--- config.mk ---
export PLATFORM = sky130hd
export DESIGN_NAME = ai_sector_sequencer
export DESIGN_NICKNAME = d
export VERILOG_FILES = /design/src/rtl/ai_seq_pkg.sv /design/src/rtl/ai_seq_watchdog.sv /design/src/rtl/ai_sector_sequencer.sv
export SDC_FILE = /design/constraint.sdc
export NUM_CORES = 1
export LEC_CHECK = 0
export ABC_AREA = 1
export BUFFER_PORTS_ARGS = -buffer_cell sky130_fd_sc_hd__buf_2
export CAP_MARGIN = 10
export CORE_MARGIN = 1
export CORE_UTILIZATION = 25
export DETAILED_ROUTE_END_ITERATION = 10
export GPL_TIMING_DRIVEN = 1
export SETUP_SLACK_MARGIN = 0.1
export SLEW_MARGIN = 20
export SYNTH_ARGS = -nofsm -noshare
export SYNTH_HDL_FRONTEND = slang
export SYNTH_SLANG_ARGS = --single-unit
--- constraint.sdc ---
create_clock -name clk -period 2.82 [get_ports clk]
set_clock_uncertainty 0.15 [all_clocks]
set_input_delay 0.564 -clock clk [delete_from_list [all_inputs] [get_ports clk]]
set_output_delay 0.564 -clock clk [all_outputs]
set_load 0.01 [all_outputs]
--- src/rtl/ai_seq_pkg.sv ---
`default_nettype none
// ai_seq_pkg: state encoding, error codes and defaults shared by the AI sector sequencer.
// Rev 1.0
package ai_seq_pkg;

  typedef enum logic [2:0] {
    IDLE = 3'd0,
    INIT = 3'd1,
    REQ  = 3'd2,
    XFER = 3'd3,
    DONE = 3'd4,
    FAIL = 3'd5
  } seq_state_t;

  localparam logic [1:0] ERR_NONE = 2'd0;
  localparam logic [1:0] ERR_CRC  = 2'd1;
  localparam logic [1:0] ERR_TMR  = 2'd2;
  localparam logic [1:0] ERR_WDOG = 2'd3;

  localparam int DEF_SECTOR_BYTES = 512;

endpackage
`default_nettype wire

--- src/rtl/ai_seq_watchdog.sv ---
`default_nettype none
// ai_seq_watchdog: loadable inactivity counter; expired pulses while enabled at count CYCLES-1.
// Rev 1.0
module ai_seq_watchdog #(
  parameter int CYCLES = 1000000,
  parameter int CNT_W  = (CYCLES > 1) ? $clog2(CYCLES) : 1
) (
  input  logic             clk,
  input  logic             rst,
  input  logic             clr,
  input  logic             load,
  input  logic [CNT_W-1:0] load_val,
  input  logic             en,
  output logic             expired
);

  localparam logic [CNT_W-1:0] LAST = CNT_W'(CYCLES - 1);

  logic [CNT_W-1:0] count;

  always_ff @(posedge clk or negedge rst) begin
    if (!rst) begin
      count <= '0;
    end else if (clr) begin
      count <= '0;
    end else if (load) begin
      count <= load_val;
    end else if (en) begin
      count <= count + CNT_W'(1);
    end
  end

  // Expiry looks at the accumulated count, so activity in the final cycle does not rescue it.
  assign expired = en && (count == LAST);

endmodule
`default_nettype wire

--- src/rtl/ai_sector_sequencer.sv ---
`default_nettype none
// ai_sector_sequencer: multi-sector read sequencer between AI control and the card reader / byte buffer.
// Rev 1.0
module ai_sector_sequencer
  import ai_seq_pkg::*;
#(
  parameter int ADDR_W       = 32,
  parameter int CNT_W        = 16,
  parameter int SECTOR_BYTES = DEF_SECTOR_BYTES,
  parameter int MAX_RETRY    = 3,
  parameter int WDOG_CYCLES  = 1000000
) (
  input  logic              clk,
  input  logic              rst,
  input  logic              start,
  input  logic              abort,
  input  logic [ADDR_W-1:0] base_sector,
  input  logic [CNT_W-1:0]  sector_count,
  output logic              card_req,
  output logic [ADDR_W-1:0] card_addr,
  input  logic              card_rdy,
  output logic              buf_init,
  input  logic              buf_data_rdy,
  input  logic              buf_crc_err,
  input  logic              buf_tmr_err,
  output logic              busy,
  output logic              sector_done,
  output logic              discard,
  output logic              done,
  output logic              fail,
  output logic [1:0]        err_code
);

  localparam int BYTE_W = $clog2(SECTOR_BYTES + 1);
  localparam int WD_W   = (WDOG_CYCLES > 1) ? $clog2(WDOG_CYCLES) : 1;
  localparam logic [BYTE_W-1:0] LAST_BYTE = BYTE_W'(SECTOR_BYTES - 1);

  seq_state_t        state, state_nxt;
  logic [ADDR_W-1:0] cur_sector, cur_sector_nxt, card_addr_nxt;
  logic [CNT_W-1:0]  remaining, remaining_nxt;
  logic [2:0]        retry, retry_nxt;
  logic [BYTE_W-1:0] byte_cnt, byte_cnt_nxt;
  logic [1:0]        err_code_nxt, err_kind;
  logic              card_req_nxt, buf_init_nxt, sector_done_nxt, discard_nxt;
  logic              done_nxt, fail_nxt, busy_nxt;
  logic              in_xfer, wdog_clr, wdog_expired, err_hit, last_byte;

  assign in_xfer  = (state == XFER);
  assign wdog_clr = !in_xfer || card_rdy;

  ai_seq_watchdog #(
    .CYCLES (WDOG_CYCLES),
    .CNT_W  (WD_W)
  ) u_wdog (
    .clk      (clk),
    .rst      (rst),
    .clr      (wdog_clr),
    .load     (1'b0),
    .load_val ({WD_W{1'b0}}),
    .en       (in_xfer),
    .expired  (wdog_expired)
  );

  assign err_hit   = in_xfer && (buf_crc_err || buf_tmr_err || wdog_expired);
  assign last_byte = buf_data_rdy && (byte_cnt == LAST_BYTE);
  assign err_kind  = buf_crc_err ? ERR_CRC : (buf_tmr_err ? ERR_TMR : ERR_WDOG);

  always_comb begin
    state_nxt       = state;
    cur_sector_nxt  = cur_sector;
    remaining_nxt   = remaining;
    retry_nxt       = retry;
    byte_cnt_nxt    = byte_cnt;
    card_addr_nxt   = card_addr;
    fail_nxt        = fail;
    err_code_nxt    = err_code;
    card_req_nxt    = 1'b0;
    buf_init_nxt    = 1'b0;
    sector_done_nxt = 1'b0;
    discard_nxt     = 1'b0;
    done_nxt        = 1'b0;

    if (abort) begin
      // The buffer keeps a lock until re-initialised, so abort always pulses buf_init.
      state_nxt    = IDLE;
      buf_init_nxt = 1'b1;
    end else begin
      case (state)
        IDLE: begin
          if (start) begin
            cur_sector_nxt = base_sector;
            remaining_nxt  = sector_count;
            retry_nxt      = 3'd0;
            fail_nxt       = 1'b0;
            err_code_nxt   = ERR_NONE;
            if (sector_count == '0) begin
              state_nxt = DONE;
              done_nxt  = 1'b1;
            end else begin
              state_nxt    = INIT;
              buf_init_nxt = 1'b1;
            end
          end
        end
        INIT: begin
          byte_cnt_nxt  = '0;
          state_nxt     = REQ;
          card_req_nxt  = 1'b1;
          card_addr_nxt = cur_sector;
        end
        REQ: begin
          state_nxt = XFER;
        end
        XFER: begin
          if (buf_data_rdy) begin
            byte_cnt_nxt = byte_cnt + BYTE_W'(1);
          end
          if (err_hit) begin
            if ((int'(retry) + 1) < MAX_RETRY) begin
              retry_nxt    = retry + 3'd1;
              discard_nxt  = 1'b1;
              state_nxt    = INIT;
              buf_init_nxt = 1'b1;
            end else begin
              state_nxt    = FAIL;
              fail_nxt     = 1'b1;
              err_code_nxt = err_kind;
            end
          end else if (last_byte) begin
            sector_done_nxt = 1'b1;
            cur_sector_nxt  = cur_sector + ADDR_W'(1);
            remaining_nxt   = remaining - CNT_W'(1);
            retry_nxt       = 3'd0;
            if (remaining == CNT_W'(1)) begin
              state_nxt = DONE;
              done_nxt  = 1'b1;
            end else begin
              state_nxt    = INIT;
              buf_init_nxt = 1'b1;
            end
          end
        end
        DONE:    state_nxt = IDLE;
        FAIL:    state_nxt = IDLE;
        default: state_nxt = IDLE;
      endcase
    end

    busy_nxt = (state_nxt == INIT) || (state_nxt == REQ) || (state_nxt == XFER);
  end

  always_ff @(posedge clk or negedge rst) begin
    if (!rst) begin
      state       <= IDLE;
      cur_sector  <= '0;
      remaining   <= '0;
      retry       <= 3'd0;
      byte_cnt    <= '0;
      card_addr   <= '0;
      card_req    <= 1'b0;
      buf_init    <= 1'b0;
      sector_done <= 1'b0;
      discard     <= 1'b0;
      done        <= 1'b0;
      fail        <= 1'b0;
      err_code    <= ERR_NONE;
      busy        <= 1'b0;
    end else begin
      state       <= state_nxt;
      cur_sector  <= cur_sector_nxt;
      remaining   <= remaining_nxt;
      retry       <= retry_nxt;
      byte_cnt    <= byte_cnt_nxt;
      card_addr   <= card_addr_nxt;
      card_req    <= card_req_nxt;
      buf_init    <= buf_init_nxt;
      sector_done <= sector_done_nxt;
      discard     <= discard_nxt;
      done        <= done_nxt;
      fail        <= fail_nxt;
      err_code    <= err_code_nxt;
      busy        <= busy_nxt;
    end
  end

endmodule
`default_nettype wire

==> results of run 1 <==
-- worst max-delay path, cell delays in order, from the launching register on --
cell	delay, ps
dfrtp_1	400
nand2_1	160
inv_2	60
nand2_2	220
nor2_2	80
nand3_2	100
nand2_4	80
nand2_4	120
nand2_8	170
inv_8	380
o21ai_0	170
nand2_1	100
nand2_1	50
-- logic make-up (layout without fill, tap and decap cells) --
group           count (synthesis)  count (layout)  share of synthesized area [%]
simple gates                  572             572                           33.1
compound gates                147             147                           12.5
buf+inv                       137             247                           8.36
flops                         125             125                           42.7
xor+xnor                       19              19                           2.27
fa+ha+maj                       6               6                           1.03
-- routing by layer --
metal  vias up  GRT usage (%)
met3        31           2.73
met4         0           5.79
met1      3143           20.2
met5         -              0
met2       159           21.4
li1       3430              -
-- sequential cells by signal (all words and copies together), names as in the netlist --
| signal | flops |
|---|---|
| retry | 3 |
| card_req | 1 |
| fail | 1 |
| state | 3 |
| busy | 1 |
| err_code | 2 |
| sector_done | 1 |
| cur_sector | 32 |
| discard | 1 |
| buf_init | 1 |
| card_addr | 32 |
| u_wdog.count | 20 |
| done | 1 |
| byte_cnt | 10 |
| remaining | 16 |
-- layout by cell type (no fill, tap or decap), types with 10 or more instances in the layout --
| master | count |
|---|---|
| nor3_1 | 29 |
| nand2_1 | 276 |
| xor2_1 | 13 |
| inv_1 | 104 |
| o21ai_0 | 70 |
| clkbuf_16 | 17 |
| nand3_1 | 64 |
| o21ai_2 | 37 |
| nand4_1 | 15 |
| buf_4 | 10 |
| nor2_1 | 160 |
| dfrtp_1 | 125 |
| buf_2 | 95 |
| a21oi_1 | 21 |
-- timing repair --
item	4_1_cts	5_1_grt
endpoints found under the setup margin	0	0
hold endpoints to repair	35	0
hold buffers	1	0
-- metrics by stage --
step	instance area [um^2]	instances	utilization, %	setup WS (ps)
3_5_place_dp	8200	1468	28.5	425
4_1_cts	8860	1500	30.8	449
6_report	8860	1500	30.8	445
2_1_floorplan	7320	1006	-	1060
3_3_place_gp	8200	1468	28.5	439
5_1_grt	8860	1500	30.8	251
-- cell type report --
class | instances | area share (%)
multi-input combinational | 744 | 40.4
sequential | 125 | 35.3
timing repair buffer | 108 | 6.78
tap | 384 | 5.42
clock buffer | 21 | 5.31
inverter | 108 | 4.66
clock inverter | 10 | 2.09
-- final timing paths --
| path | from | endpoint | slack, ps | cells past startpoint |
|---|---|---|---|---|
| setup / recovery | state[1] | remaining[5] | 450 | 12 |
| hold / removal | buf_crc_err | err_code[1] | 210 | 2 |
| setup reg to reg | state[1] | remaining[5] | 450 | 12 |
| hold reg to reg | card_addr[29] | card_addr[29] | 330 | 2 |
| max in group asynchronous | rst | byte_cnt[9] | 1220 | 3 |
| min in group asynchronous | rst | card_addr[29] | 510 | 2 |
-- power groups by stage --
stage          sequential, mW  clock, mW  combinational (mW)
2_1_floorplan            2.79          0                1.32
6_report                 2.76       2.46                2.09
4_1_cts                  2.75       2.51                2.11
3_3_place_gp             2.76          0                2.07
3_5_place_dp             2.77          0                2.10
5_1_grt                  2.84       2.60                2.36
==> out/metrics.csv, run 1 <==
metric,value,unit
status,completed,
Final Cycle Share,84.2,%
slew of the pin with the lowest slew margin,591,ps
most area-hungry cell type in the Yosys netlist,dfrtp_1,
n_diodes,0,
antenna violations before repair,0,
min cycle time layout,2370,ps
layout cell share with drive strength beyond 1,18.0,%
synthesis-to-layout area growth,21.1,%
Flop pwr share,37.7,%
Skew-Pair Late Insertion Delay,420,ps
Syn Nets,1068,
Cells after Synth,1006,
final setup vio count,0,
ys async rst share,100,%
Die Span Y,173,um
worst vdd ir,0.000383,V
Max-slew headroom,60.2,%
top-area cell type share of the netlist area,42.7,%
I/O Pins,97,
Reg area,3130,um^2
RSZ-0062 raised after global routing,false,
DRT met1 WL,10.1,mm
drt initial violations,397,
CP Data Required Time,2980,ps
largest net degree at the start of global routing,67,
Slew Limit Fails,0,
"count leader, synth",nand2_1,
Routed WL,20.7,mm
"Seq/Total Area, Yosys",42.7,%
global-route wire length before repair,34.1,mm
Post-layout nets,1166,
GRT Total Usage,14.3,%
initial core utilization,25.4,%
"EDFF count, synth",0,
pwr dens,825,nW/um^2
Mapped Area,7320,um^2
DP HPWL,15.6,mm
Congestion Overflow GR,0,
sw frac,35.6,%
Min-Delay Path Class,in -> reg,
synth top area cells,"dfrtp_1 43%, nand2_1 14%, nor2_1 8.2%, inv_1 5.3%, o21ai_0 4.8%",
Fin. Hold Viols,0,
Met3 Wirelength,846,um
Comb power frac,28.6,%
largest buffer count on any clock path,2,
post-route ant nets,0,
TritonRoute pass-1 iters,5,
total core area,28800,um^2
vias in the first global route,6449,
CTS clock-pin slew for the worst setup and hold paths,60,ps
vias per cell,4.51,
fill count,3104,
Post-route DRC,0,
Avg Inst Size Synth,7.27,um^2
most frequent cells after synthesis,"277 x nand2_1, 160 x nor2_1, 125 x dfrtp_1",
Yosys cell types,40,
die width,173,um
CTS tree,built,
max-cap violation count,0,
post-cts resize count,0,
YS warnings,0,
Met2 Wirelength,9.16,mm
DR vias,6763,
Crit Path Max Fanout,56,
critical path class,reg -> reg,
area occupied by multi-input gates,3580,um^2
Placer Congestion,0.919,
Pleak,4.05,nW
CTS sink count,125,
Root Buffer Master,clkbuf_16,
total power,7.31,mW
wire per inst,13.8,um
max layer used,met4,
NetSw,2.60,mW
Most used DFF post-synth,dfrtp_1,
Peak Freq,421,MHz
Die ar.,30000,um^2
crit path DAT,2540,ps
Setup crit end kind,register,
CTS Buf Count,17,
#FFs+latches synth,125,
setup TNS,0,ps
site row count,62,
Setup crit start kind,register,
Clk pwr share,33.7,%
Setup Buffers After CTS,0,
Worst Hold Slack,210,ps
Pint,4.71,mW
count of input and output buffers,96,
CTS H-tree depth,4,
Power figures use the tool's default switching activity.
==> run 2, diff against run 1 <==
ABC_AREA = 0   (was 1)
clock period = 2.4 ns   (was 2.82 ns; I/O delays follow)
==> run 2 against run 1 <==
Flip-flop and latch count did not move. Maximum frequency is 3.5% higher. Register-to-register slack got worse by 340 ps. Worst setup slack lost 340 ps. Via count down 17%. Combinational power is 8% lower. Synthesized area decreased by 12%. Final cell count down 24%. Hold slack got worse by 110 ps.
==> out/metrics.csv, run 2 <==
metric,value,unit,change
WP buf/inv,2,,unchanged
site row count,58,,-6.5%
Syn Nets,723,,-32%
CTS Buf Count,17,,unchanged
CTS tree,built,,
crit path max-delay cell type,dfrtp_1,,
die width,163,um,-5.9%
final setup vio count,0,,unchanged
global-route wire length before repair,28.5,mm,-16%
count of input and output buffers,96,,unchanged
DP Worst Slack,111,ps,-314 ps
Comb power frac,24.2,%,-4.4 points
Routed WL,18.5,mm,-11%
layout cell share with drive strength beyond 1,33.0,%,+15 points
Congestion Overflow GR,0,,unchanged
drt initial violations,415,,+4.5%
adder-cell share of the synthesized area,1.16,%,+0.13 points
worst vdd ir,0.000364,V,-5.1%
CTS sink count,125,,unchanged
sw frac,30.6,%,-5.0 points
TritonRoute pass-1 iters,5,,unchanged
vias in the first global route,5418,,-16%
min cycle time layout,2290,ps,-80.7 ps
vias per cell,4.92,,+9.1%
largest family of logic cells by synthesized area,simple AND/OR/NAND/NOR gates,,
Die ar.,26500,um^2,-11%
Setup crit start kind,register,,
Post-Synth XOR/XNOR Area,2.57,%,+0.30 points
CP Data Required Time,2580,ps,-400 ps
placed cell count,1087,,-26%
Max-slew headroom,50.9,%,-9.3 points
post-synthesis mux area share,5.88,%,+5.9 points
pwr dens,933,nW/um^2,+13%
largest buffer count on any clock path,2,,unchanged
CTS H-tree depth,4,,unchanged
setup slack after layout,106,ps,-339 ps
largest net degree at the start of global routing,61,,-9.0%
top-area cell type share of the netlist area,48.3,%,+5.6 points
I/O Pins,97,,unchanged
Yosys cell types,60,,+50%
Avg Inst Size Synth,9.79,um^2,+35%
Post-route DRC,0,,unchanged
Slew Limit Fails,0,,unchanged
"commonest cells after routing, fill and taps aside","125 x dfrtp_1, 95 x buf_2, 54 x nor2_1",,
Area after DPL,7560,um^2,-7.7%
"Seq/Total Area, Yosys",48.3,%,+5.6 points
top flop regs,"card_addr x32, cur_sector x32, u_wdog.count x20",,
Worst Hold Slack,98.5,ps,-111 ps
RSZ-0062 raised after global routing,true,,
antenna violations before repair,1,,+1
DP HPWL,12.4,mm,-20%
Mapped Area,6470,um^2,-12%
"count leader, synth",dfrtp_1,,
Die Span Y,163,um,-5.9%
Post-layout nets,858,,-26%
initial core utilization,25.6,%,+0.20 points
NetSw,2.44,mW,-6.2%
GRT Total Usage,13.7,%,-0.58 points
Skew-Pair Late Insertion Delay,420,ps,about the same
most frequent cells after synthesis,"125 x dfrtp_1, 57 x nor2_1, 55 x o21ai_0",,
Root Buffer Master,clkbuf_16,,
Placer Congestion,0.833,,-9.4%
DR vias,5597,,-17%
Clk pwr share,36.3,%,+2.6 points
critical path class,reg -> reg,,
most area-hungry cell type in the Yosys netlist,dfrtp_1,,
Pleak,3.58,nW,-12%
max-cap violation count,0,,unchanged
Final Cycle Share,95.6,%,+11 points
post-layout util,33.8,%,+3.0 points
n_diodes,0,,unchanged
CP Cell Sequence,ha_2 -> nand3b_1 -> nor4_4 -> o211ai_4 -> a21oi_4 -> buf_12 -> buf_6 -> o21ai_1 -> a22oi_1,,
area fraction in compound gates after synthesis,18.8,%,+6.3 points
ys async rst share,100,%,unchanged
fin cells,1138,,-24%
Peak Freq,436,MHz,+3.5%
Most used DFF post-synth,dfrtp_1,,
YS warnings,0,,unchanged
CTS clock-pin slew for the worst setup and hold paths,60,ps,about the same
cell family with most CP delay,compound AO/OA/AOI/OAI gates,,
CP max stage delay,390,ps,about the same
crit path DAT,2480,ps,-60 ps
status,completed,,
Min-Delay Path Class,in -> reg,,
"EDFF count, synth",0,,unchanged
flop-to-flop setup slack,110,ps,-340 ps
Flop pwr share,39.5,%,+1.8 points
Fin. Hold Viols,0,,unchanged
#FFs+latches synth,125,,unchanged
Synth Area in Simple Gates,19.6,%,-14 points
synthesis-to-layout area growth,32.0,%,
post-route ant nets,0,,unchanged
Cells after Synth,661,,-34%
Crit Path Max Fanout,8,,-86%
slew of the pin with the lowest slew margin,737,ps,+146 ps
synth top area cells,"dfrtp_1 48%, mux2_2 5.6%, o21ai_0 4.3%, a21oi_1 4.2%, nor2_1 3.3%",,
wire per inst,16.2,um,+18%
Pint,5.53,mW,+17%
Final Cell Area,8540,um^2,-3.6%
"commonest non-fill, non-tap cell in the layout",dfrtp_1,,
Setup crit end kind,register,,
total core area,25300,um^2,-12%
## run 2: changes by cell type after synthesis, moves of 11 or more
cell      change
nor3_1       -19
nor2_1      -103
mux2_2       +32
nand2_1     -229
inv_1        -91
o21ai_0      -15
o21ai_2      -37
clkbuf_1     +11
a21oi_1      +33
nand3_1      -30
## run 2: final timing paths
kind	startpoint	end	cells after the start
worst max-delay path	byte_cnt[1]	remaining[3]	9
worst min-delay path	buf_crc_err	err_code[1]	2
worst max register to register	byte_cnt[1]	remaining[3]	9
worst min register to register	u_wdog.count[0]	u_wdog.count[0]	1
max in group asynchronous	rst	byte_cnt[6]	3
min in group asynchronous	rst	cur_sector[21]	2
## run 2: power by group through the flow
stage               Combinational, mW  Clock (mW)  Sequential [mW]
finish                           1.93        2.89             3.15
global route                     2.13        3.02             3.24
CTS                              1.84        2.95             3.14
detailed placement               1.83           0             3.18
global placement                 1.79           0             3.17
floorplan                       0.978           0             3.20
## run 2: layer usage
metal	part of all wire (%)	global-route usage [%]
met1	46	18.4
met2	47	21.9
met3	5.0	2.75
met4	1.5	4.67
met5	0	0
## run 2: through the flow
step	power (mW)	TNS (ps)
finish	7.97	0
global route	8.39	-6.06
CTS	7.93	0
detailed placement	5.01	0
global placement	4.96	0
floorplan	4.18	0
## run 2: cell type report
type	instances	area, um^2
clock buffer	18	439
clock inverter	13	213
fill	2571	16700
inverter	13	48.8
multi-input combinational	484	3200
sequential	125	3130
tap	330	413
timing repair buffer	155	1100
## run 2: kinds of logic after synthesis
| logic type | after synthesis |
|---|---|
| adder cells (fa/ha/maj) | 6 |
| multiplexers | 34 |
| AO/OA/AOI/OAI | 185 |
| buffers and inverters | 52 |
| flip-flops | 125 |
| XOR/XNOR | 19 |
| AND/OR/NAND/NOR | 240 |
## run 2: timing repair
| action | 4_1_cts | 5_1_grt |
|---|---|---|
| setup endpoints to repair | 0 | 41 |
| resized for setup | 0 | 39 |
| hold buffers | 1 | 0 |
| endpoints found under the hold margin | 34 | 0 |
| buffers inserted | 0 | 15 |
==> run 3, diff against run 2 <==
CORE_UTILIZATION = 44   (was 25)
==> run 3 against run 2 <==
Combinational power down 8%. Critical endpoint is now cur_sector[4]. Sequential power about the same. Via count down 2.3%. Critical path type unchanged. Routed wire length down 11%. Die area down 43%. Design area down 6.4%.
==> out/metrics.csv, run 3 (synthesized netlist as in run 2, its figures left out) <==
metric,value,unit,change
Post-layout nets,837,,-2.4%
total power,7.24,mW,-9.1%
flop-to-flop setup slack,160,ps,+60 ps
CTS H-tree depth,4,,unchanged
Crit Path Max Fanout,11,,+3
vias in the first global route,5221,,-3.6%
crit path DAT,2380,ps,-100 ps
wire per inst,17.0,um,+4.8%
Root Buffer Master,clkbuf_16,,
global-route wire length before repair,26.5,mm,-7.1%
"commonest cells after routing, fill and taps aside","125 x dfrtp_1, 95 x buf_2, 55 x nor2_1",,
CTS Buf Count,17,,unchanged
Die Span Y,123,um,-24%
Setup crit start kind,register,,
count of input and output buffers,96,,unchanged
reg2reg start,u_wdog.count[8],,
GRT Total Usage,22.8,%,+9.0 points
TritonRoute pass-1 iters,5,,unchanged
Fin. Hold Viols,0,,unchanged
n_diodes,0,,unchanged
worst vdd ir,0.000545,V,+50%
CP most frequent cell,buf_4,,
pwr dens,906,nW/um^2,-2.9%
DP HPWL,11.7,mm,-6.0%
placed cell count,928,,-15%
top flop regs,"card_addr x32, cur_sector x32, u_wdog.count x20",,
Slew Limit Fails,0,,unchanged
Skew-Pair Late Insertion Delay,420,ps,about the same
initial core utilization,45.9,%,+20 points
Post-route DRC,0,,unchanged
drt initial violations,371,,-11%
die width,123,um,-24%
"commonest non-fill, non-tap cell in the layout",dfrtp_1,,
min cycle time layout,2240,ps,-58.4 ps
CP Data Required Time,2540,ps,-40 ps
vias per cell,5.67,,+15%
R2R Path End,cur_sector[4],,
Congestion Overflow GR,0,,unchanged
total core area,14100,um^2,-44%
CTS clock-pin slew for the worst setup and hold paths,50,ps,about the same
critical path class,reg -> reg,,
site row count,43,,-26%
crit path max-delay cell type,dfrtp_1,,
DR vias,5469,,-2.3%
Setup crit end kind,register,,
largest buffer count on any clock path,2,,unchanged
fin cells,965,,-15%
Min-Delay Path Class,in -> reg,,
antenna violations before repair,0,,-1
CP Cell Sequence,nor4_1 -> nand4_1 -> buf_4 -> o211ai_4 -> a21oi_4 -> buf_12 -> buf_4 -> a22o_1,,
setup TNS,0,ps,unchanged
post-route ant nets,0,,unchanged
Routed WL,16.4,mm,-11%
Final Cycle Share,93.1,%,-2.4 points
CP max stage delay,410,ps,+20 ps
max-cap violation count,0,,unchanged
layout cell share with drive strength beyond 1,29.7,%,-3.4 points
crit path from,u_wdog.count[8],,
Peak Freq,447,MHz,+2.6%
synthesis-to-layout area growth,23.6,%,
I/O Pins,97,,unchanged
Worst Setup EP,cur_sector[4],,
Die ar.,15200,um^2,-43%
Max-slew headroom,54.7,%,+3.8 points
RSZ-0062 raised after global routing,true,,
status,completed,,
CTS tree,built,,
slew of the pin with the lowest slew margin,680,ps,-57.1 ps
largest net degree at the start of global routing,47,,-23%
Reg2Reg Depth,8,,-1
final setup vio count,0,,unchanged
Placer Congestion,0.877,,+5.2%
Pleak,3.40,nW,-5.2%
CTS sink count,125,,unchanged
run 3: repair_timing:
item	4_1_cts	5_1_grt
buffers inserted	2	4
endpoints found under the setup margin	3	52
resized for setup	0	16
pin swaps	1	4
hold buffers	1	0
gates cloned	0	1
endpoints found under the hold margin	30	0
run 3: worst min-delay path by stage:
stage | startpoint | end | slack, ps | cells after the start
6_report | buf_crc_err | err_code[1] | 110 | 2
4_1_cts | buf_crc_err | err_code[1] | 100 | 2
2_1_floorplan | rst | buf_init | 30 | 0
5_1_grt | buf_crc_err | err_code[1] | 110 | 2
3_5_place_dp | u_wdog.count[0] | u_wdog.count[0] | 290 | 1
3_3_place_gp | u_wdog.count[0] | u_wdog.count[0] | 290 | 1
run 3: stage by stage:
step                cell area [um^2]  hold WS (ps)  utilization, %  setup WS, ps
floorplan                       6470          34.4               -           353
CTS                             7880           101            55.9           130
detailed placement              7320           292            51.9          63.6
global placement                7320           289            51.9           139
finish                          7990           108            56.7           164
global route                    7990           106            56.7          39.8
run 3: cell type report:
| cell class | instances | area [um^2] |
|---|---|---|
| Tap cell | 180 | 225 |
| Clock inverter | 1 | 5.00 |
| Sequential cell | 125 | 3130 |
| Inverter | 13 | 48.8 |
| Clock buffer | 28 | 517 |
| Fill cell | 1266 | 6100 |
| Multi-Input combinational cell | 484 | 3180 |
| Timing Repair Buffer | 134 | 888 |
run 3: per-layer routing:
layer  vias up  GRT usage [%]  wire length, um
li1       2649              -                -
met2       144           36.5             7870
met4         0           6.02              187
met3        17           4.89              790
met1      2659           31.1             7550
met5         -              0                0
run 3: where the power goes:
part	internal, mW	total, mW	switching [mW]	leakage (nW)
registers	2.68	3.18	0.505	1.53
logic	0.912	1.78	0.866	1.61
clock network	1.44	2.28	0.846	0.256
run 3: critical path, delay by kind of cell (launching register included):
kind / cells / cell delay (ps)
AO/OA/AOI/OAI: 3 / 570
buffers and inverters: 3 / 520
flip-flops: 1 / 410
AND/OR/NAND/NOR: 2 / 480
